==> src/rtl/w5300_udp_tx_seq.sv <==
// Sequences W5300 register writes that send one UDP datagram on a fixed socket:
// destination fields, payload into TX_FIFOR, write size, then the SEND/SEND_MAC command.
module w5300_udp_tx_seq #(
  parameter int SOCKET  = 0,
  parameter int MAX_LEN = 1472,
  parameter bit USE_MAC = 1'b0
) (
  input  logic        clk,
  input  logic        rst_n,
  input  logic        start,
  input  logic [31:0] dst_ip,
  input  logic [15:0] dst_port,
  input  logic [47:0] dst_mac,
  input  logic [10:0] len,
  input  logic [15:0] pl_data,
  input  logic        pl_valid,
  output logic        pl_ready,
  output logic        op_valid,
  input  logic        op_ready,
  output logic        op_rd,
  output logic [9:0]  op_addr,
  output logic [15:0] op_wdata,
  output logic        busy,
  output logic        done,
  output logic        err,
  output logic [2:0]  state_dbg
);

  typedef enum logic [2:0] {IDLE, DMAC, DIP, DPORT, PAYLOAD, WRSR, CMD, FIN} state_t;

  localparam logic [9:0]  OFS    = 10'(SOCKET * 64);
  localparam logic [10:0] MAX_L  = 11'(MAX_LEN);
  localparam logic [15:0] CR_CMD = USE_MAC ? 16'h0021 : 16'h0020;

  state_t      state_q, state_d;
  logic [1:0]  idx_q, idx_d;
  logic [9:0]  words_q, words_d;
  logic [31:0] ip_q;
  logic [15:0] port_q;
  logic [47:0] mac_q;
  logic [10:0] len_q;
  logic        err_q, err_d;
  logic        lat, ld, load_ok, len_ok;
  logic [9:0]  ld_addr;
  logic [15:0] ld_wdata;
  logic [11:0] len_p1;

  // Handshakes: a transfer happens on a rising edge where valid and ready are both 1.
  // op_* fields stay frozen while op_valid=1 and op_ready=0; the op register may
  // reload in the same cycle it is accepted, so op_ready held high gives one op per cycle.
  assign load_ok   = !op_valid || op_ready;
  assign len_ok    = (len != 11'd0) && (len <= MAX_L);
  assign len_p1    = {1'b0, len} + 12'd1;
  assign busy      = (state_q != IDLE) && (state_q != FIN);
  assign done      = (state_q == FIN);
  assign err       = err_q;
  assign op_rd     = 1'b0;
  assign state_dbg = state_q;

  always_comb begin
    state_d  = state_q;
    idx_d    = idx_q;
    words_d  = words_q;
    lat      = 1'b0;
    err_d    = 1'b0;
    ld       = 1'b0;
    ld_addr  = 10'd0;
    ld_wdata = 16'd0;
    pl_ready = 1'b0;
    case (state_q)
      IDLE: begin
        if (start) begin
          if (len_ok) begin
            lat     = 1'b1;
            idx_d   = 2'd0;
            words_d = len_p1[10:1];
            state_d = USE_MAC ? DMAC : DIP;
          end else begin
            err_d = 1'b1;
          end
        end
      end
      DMAC: begin
        if (load_ok) begin
          ld = 1'b1;
          case (idx_q)
            2'd0:    begin ld_addr = 10'h20C + OFS; ld_wdata = mac_q[47:32]; end
            2'd1:    begin ld_addr = 10'h20E + OFS; ld_wdata = mac_q[31:16]; end
            default: begin ld_addr = 10'h210 + OFS; ld_wdata = mac_q[15:0];  end
          endcase
          if (idx_q == 2'd2) begin
            idx_d   = 2'd0;
            state_d = DIP;
          end else begin
            idx_d = idx_q + 2'd1;
          end
        end
      end
      DIP: begin
        if (load_ok) begin
          ld = 1'b1;
          if (idx_q == 2'd0) begin
            ld_addr  = 10'h214 + OFS;
            ld_wdata = ip_q[31:16];
            idx_d    = 2'd1;
          end else begin
            ld_addr  = 10'h216 + OFS;
            ld_wdata = ip_q[15:0];
            idx_d    = 2'd0;
            state_d  = DPORT;
          end
        end
      end
      DPORT: begin
        if (load_ok) begin
          ld       = 1'b1;
          ld_addr  = 10'h212 + OFS;
          ld_wdata = port_q;
          state_d  = PAYLOAD;
        end
      end
      PAYLOAD: begin
        pl_ready = (words_q != 10'd0) && load_ok;
        if (pl_ready && pl_valid) begin
          ld       = 1'b1;
          ld_addr  = 10'h22E + OFS;
          ld_wdata = pl_data;
          words_d  = words_q - 10'd1;
          if (words_q == 10'd1) begin
            idx_d   = 2'd0;
            state_d = WRSR;
          end
        end
      end
      WRSR: begin
        if (load_ok) begin
          ld = 1'b1;
          if (idx_q == 2'd0) begin
            ld_addr  = 10'h220 + OFS;
            ld_wdata = 16'h0000;
            idx_d    = 2'd1;
          end else begin
            ld_addr  = 10'h222 + OFS;
            ld_wdata = {5'b0, len_q};
            idx_d    = 2'd0;
            state_d  = CMD;
          end
        end
      end
      CMD: begin
        // idx 0: load the command op; idx 1: wait for the bus engine to take it
        if (idx_q == 2'd0) begin
          if (load_ok) begin
            ld       = 1'b1;
            ld_addr  = 10'h202 + OFS;
            ld_wdata = CR_CMD;
            idx_d    = 2'd1;
          end
        end else if (op_ready) begin
          idx_d   = 2'd0;
          state_d = FIN;
        end
      end
      FIN:     state_d = IDLE;
      default: state_d = IDLE;
    endcase
  end

  always_ff @(posedge clk or negedge rst_n) begin
    if (!rst_n) begin
      state_q  <= IDLE;
      idx_q    <= 2'd0;
      words_q  <= 10'd0;
      err_q    <= 1'b0;
      ip_q     <= 32'd0;
      port_q   <= 16'd0;
      mac_q    <= 48'd0;
      len_q    <= 11'd0;
      op_valid <= 1'b0;
      op_addr  <= 10'd0;
      op_wdata <= 16'd0;
    end else begin
      state_q <= state_d;
      idx_q   <= idx_d;
      words_q <= words_d;
      err_q   <= err_d;
      if (lat) begin
        ip_q   <= dst_ip;
        port_q <= dst_port;
        mac_q  <= dst_mac;
        len_q  <= len;
      end
      if (ld) begin
        op_valid <= 1'b1;
        op_addr  <= ld_addr;
        op_wdata <= ld_wdata;
      end else if (op_ready) begin
        op_valid <= 1'b0;
      end
    end
  end

endmodule

==> config.mk <==
export PLATFORM = sky130hd
export DESIGN_NAME = w5300_udp_tx_seq
export DESIGN_NICKNAME = d
export VERILOG_FILES = /design/src/rtl/w5300_udp_tx_seq.sv
export SDC_FILE = /design/constraint.sdc
export NUM_CORES = 1
export LEC_CHECK = 0
export ABC_AREA = 1
export CAP_MARGIN = 20
export CORE_MARGIN = 5
export CORE_UTILIZATION = 57
export CTS_BUF_LIST = sky130_fd_sc_hd__clkbuf_4
export DETAILED_ROUTE_END_ITERATION = 10
export PLACE_DENSITY = 0.91
export SYNTH_ARGS = -nofsm -noshare
export SYNTH_HDL_FRONTEND = slang
export SYNTH_SLANG_ARGS = --single-unit
==> constraint.sdc <==
create_clock -name clk -period 2.9 [get_ports clk]
set_input_delay 0.58 -clock clk [delete_from_list [all_inputs] [get_ports clk]]
set_output_delay 0.58 -clock clk [all_outputs]
set_load 0.1 [all_outputs]
**After elaboration in Yosys (flattened, before gate mapping)**

Index checks and enable logic that the tools add are counted.
Widths: inputs -> output; s select.

- $add $sub $neg: 3
- Multiplexer cells: 65
- Divide/modulo/power cells: 0
- Equality and inequality tests: 27
- Bitwise operators: 0
- $mul: 0
- Magnitude comparators: 1
- Reductions and logical operators: 19
- Shift operators: 0

Operators by type and width:

| operator | number |
|---|---|
| $mux 10 | 10 |
| $pmux 16 s6 | 1 |
| $mux 16 | 5 |
| $pmux 10 s6 | 1 |
| $mux 3 | 13 |
| $pmux 16 s2 | 1 |
| $ne 2x2->1 const B | 13 |
| $mux 2 | 12 |
| $pmux 3 s8 | 1 |
| $mux 11 | 2 |
| $pmux 10 s2 | 1 |
| $mux 1 | 13 |
| $reduce_and 13->1 | 1 |
| $eq 3x3->1 const B | 4 |
| $mux 6 | 2 |
| $add 11x1->11 const B | 1 |
| $le 11x11->1 const B | 1 |
| $reduce_bool 11->1 | 1 |
| $eq 10x1->1 const B | 1 |
| $pmux 2 s5 | 1 |
| $pmux 5 s2 | 1 |
| $reduce_bool 10->1 | 1 |
| $sub 10x1->10 const B | 1 |
| $ne 3x3->1 const B | 3 |
| 19 further kinds | 24 |

- Bits in writable memories: 0
- Bits in latches: 0
- Output and inout bits: 35
- Bits in read-only memories: 0
- Memories kept: 0
- Flip-flop bits (word level): 150

**Longest topological paths before layout**

- Depth in word-level cells: 7
- Depth in mapped cells: 11
- Gate-level depth less buffers: 11

**Worst setup path before layout**

Ideal clock, no wire load.

- Kind: register -> output
- From: register state_q[0], in the netlist state_dbg[0]
- To: output port busy
- Data required time: 2.320 ns
- Buffers on the path: 1
- Cell stages (with the launch flop): 5
- Arrival: 3.598 ns
- Path slack: -1.278 ns
- Cell sequence: dfrtp_1 > buf_4 > nand2_1 > nor2_1 > nor2_1

- Cells in the longest elaborated chain, start to end: 2
- Elaborated cells on any way between the ends: 3
- Classes of those cells: eq/ne: 1; reduce/logical: 2

Ends and longest elaborated chain:

| what | line | RTL |
|---|---|---|
| start, declared | 35 | `state_t state_q, state_d;` |
| start signal, assigned | 183 | `state_q <= state_d;` |
| $ne 3x3->1 / $reduce_bool 3->1 (equally long branches) | 54 | `assign busy = (state_q != IDLE) && (state_q != FIN);` |
| $logic_and 1x1->1 * | 54 |  |
| end, declared | 23 | `output logic busy,` |

Mark *: on every way between the ends. The rest lies on a longest branch, timed or not.

**Final worst setup path**

- From: register words_q[0]
- To: output port pl_ready

- Cells in the longest elaborated chain, start to end: 3

Ends and longest elaborated chain:

| what | line | RTL |
|---|---|---|
| start, declared | 37 | `logic [9:0] words_q, words_d;` |
| start signal, assigned | 185 | `words_q <= words_d;` |
| $reduce_bool 10->1 | 123 | `pl_ready = (words_q != 10'd0) && load_ok;` |
| $logic_and 1x1->1 | 123 |  |
| $mux 1 | 70 | `case (state_q)` |
| end, declared | 17 | `output logic pl_ready,` |

No other way between the ends.

==> impl_metrics.yaml <==
layout:
  fillCellCount: 1007
  utilization: 0.724
  ff_latch_area_sq_um: 3650
  fin_nets: 1272
  drive_above_1_share: 0.145
  syn_to_final_growth_pct: 23.8
  fin_cells: 1331
  multi_input_area_sq_um: 3270
clock_tree:
  ctsHtreeMaxLevel: 4
  cts_made_buffers: 17
  clkSlewWorstSetupHoldPaths_ns: 0.12
  clock-sinks: 146
  insertion_delay_ns: 0.57
  clock_path_buffers: 2
  cts-root-buf: "clkbuf_4"
  cts_tree: "yes"
route:
  drt-initial-drc-count: 866
  antenna_left: 0
  num_vias: 7025
  drc: 0
  drtPass1Iterations: 6
  drt_wl_total_microns: 21100
  routedWlPerCell_microns: 15.9
  via_per_inst: 5.28
logic_synthesis:
  muxShareOfSynthArea: 0
  synth_adder_area_share: 0.00641
  syn_inst: 991
  synthArstFlopShare: 1.00
  synth_cell_types: 34
  avgSynthCellArea_sq_um: 7.88
  yosysSeqAreaShare: 0.468
  ys_top_cells_by_area: "dfrtp_1 (47%), nand2_1 (16%), inv_1 (6.4%)"
  syn_area_sq_um: 7800
  synthSimpleGateAreaFrac: 0.268
  dominantRegCellSynth: "dfrtp_1"
  yosysTopAreaCell: "dfrtp_1"
  synth_compound_area_frac: 0.129
  synth_top_family_by_area: "simple AND/OR/NAND/NOR gates"
  yosysMostFrequentCell: "nand2_1"
  yosysWarnings: 0
  ys_top_cells_by_count: "nand2_1 (343), dfrtp_1 (146), inv_1 (133), nand3_1 (76)"
  synth_edf_count: 0
  synth_top_area_share: 0.468
  synth_xor_area_frac: 0.0101
  ys_seq_elements: 146
worst_setup_path:
  crit_chain: "inv_1, ha_1, nand2_1, nor2_2, nand3_2, nand2_1, nor2_4, buf_12"
  reg2reg_slack_ns: 0.73
  startpoint_type: "register"
  reg2reg_from: "words_q[0]$_DFFE_PN0P_"
  r2r_cells: 10
  worstSetupPathType: "register to primary output"
  crit_start: "words_q[0]$_DFFE_PN0P_"
  worstSetupEndpointType: "primary output"
  reg2reg_to: "op_wdata[3]$_DFFE_PN0P_"
  slowest_delay_ns: 0.44
  crit_required_ns: 2.32
  cp_max_fo: 4
  cpMostUsedCell: "nand2_1"
  cp-endpoint: "pl_ready"
  cp_slowest_cell: "dfrtp_1"
  arrival_ns: 2.15
place:
  placed_cells: 1296
  gp_congestion: 0.927
  dpl.hpwl_microns: 16100
  io_buffers: 157
timing:
  hold_viol: 0
  slew_viol_final: 0
  fin_skew_ns: 0.0150
  slew_headroom: 0.479
  rsz0062_at_grt: "false"
  finalSetupViolCount: 0
  fmax_mhz: 366
  period_share: 0.941
  fin_crit_ns: 2.73
  tightest_slew_ns: 0.780
  tns_ns: 0
power_and_ir_drop:
  leakagePower_nw: 4.98
  p_int_mw: 5.12
  irDropWorstVdd_v: 0.000438
  seqPwrFrac: 0.352
  comb_power_share: 0.506
  clockPowerShare: 0.142
  switching_share: 0.484
  p_per_area_nw_per_um2: 1030
  p_total_mw: 9.93
  p_sw_mw: 4.81
flow_run:
  maxCapViolations: 0
die:
  core_area_sq_um: 13300
  start_util: 0.585
  fp.dieW_microns: 127
  io_pins: 163
  num_rows: 42
  die_h_microns: 127
  dieArea_sq_um: 16100
grt:
  antenna_found_initial: 1
  grt_usage: 0.267
  grt_pass1_vias: 6884
  grt_overflow: 0
  grt_max_degree: 95
  grt_pass1_wl_microns: 33900
status:
  status: "complete, no violations"
hold_path:
  min_path_type: "primary input to asynchronous set/reset pin"
==> timing repair <==
action | in CTS | in global routing
gates resized for setup | 0 | 2
endpoints found under the hold margin | 42 | 0
hold buffers | 1 | 0
buffers inserted | 0 | 0
setup endpoints to repair | 0 | 1
==> critical path, delay by kind of cell, from the launching register on <==
kind	cells	cell delay [ns]
buffers and inverters	2	0.32
adder cells (fa/ha/maj)	1	0.24
flip-flops	1	0.44
AND/OR/NAND/NOR	5	0.58
==> metal layers <==
metal	wire, microns	vias to the layer above	track usage	share of wire
met1	8360	3260	0.342	0.40
met4	881	0	0.129	0.042
met2	10400	318	0.440	0.49
met3	1420	64	0.0509	0.067
met5	0	-	0	0
li1	-	3383	-	-
==> layout by cell type, fill, tap and decap left out, drive strengths merged, types with 7 or more instances in the layout <==
cell,synthesis,routed
nand2,347,347
dfrtp,146,146
inv,137,137
clkdlybuf4s50,0,126
o21ai,120,120
nand3,77,77
buf,41,47
nor2,43,43
a21oi,20,20
clkbuf,7,18
clkinv,3,12
nand4,10,10
xor2,9,9
o211ai,7,7
or2,7,7
nor3,7,7
==> power by group through the flow <==
stage	Combinational (mW)	Sequential (mW)	Clock, mW
2_1_floorplan	2.91	4.35	0
3_3_place_gp	4.84	3.48	0
3_5_place_dp	4.97	3.52	0
4_1_cts	5.00	3.48	1.42
5_1_grt	5.45	3.60	1.50
6_report	5.03	3.50	1.41
==> area by class of cell <==
cell class,instances,area share
Tap cell,176,0.0228
Multi-Input combinational cell,661,0.339
Clock inverter,14,0.0175
Sequential cell,146,0.378
Antenna cell,2,0.000518
Timing Repair Buffer,174,0.174
Clock buffer,18,0.0140
Inverter,140,0.0544
==> kinds of logic (layout without fill, tap and decap cells) <==
kind of cell	count (synthesis)	count (layout)
buffers and inverters	188	346
AO/OA/AOI/OAI	151	151
other	1	7
AND/OR/NAND/NOR	492	492
flip-flops	146	146
XOR/XNOR	9	9
adder cells (fa/ha/maj)	4	4
==> registers in the layout, indices dropped and copies added (netlist names) <==
name / cells
op_addr: 6
op_valid: 1
port_q: 16
ip_q: 32
words_q: 10
mac_q: 48
idx_q: 2
err: 1
len_q: 11
state_dbg: 3
op_wdata: 16
==> worst min-delay path by stage <==
stage | to | startpoint | slack, ns | cells past startpoint
floorplan | err$_DFF_PN0_ | rst_n | 0.28 | 0
global placement | op_addr[9]$_DFFE_PN0P_ | op_addr[9]$_DFFE_PN0P_ | 0.46 | 1
detailed placement | ip_q[9]$_DFFE_PN0P_ | ip_q[9]$_DFFE_PN0P_ | 0.46 | 2
CTS | mac_q[30]$_DFFE_PN0P_ | rst_n | 0.47 | 2
global route | mac_q[37]$_DFFE_PN0P_ | rst_n | 0.49 | 2
finish | mac_q[39]$_DFFE_PN0P_ | rst_n | 0.49 | 2
==> stage by stage <==
| step | worst slack (ns) | area, sq um | hold slack, ns |
|---|---|---|---|
| floorplan | 0.0155 | 7840 | 0.284 |
| detailed placement | 0.464 | 9330 | 0.464 |
| finish | 0.171 | 9660 | 0.485 |
| global placement | 0.537 | 9330 | 0.457 |
| CTS | 0.0629 | 9650 | 0.471 |
| global route | 0.0550 | 9660 | 0.490 |
Note: power is estimated with default switching activity, not from simulation.
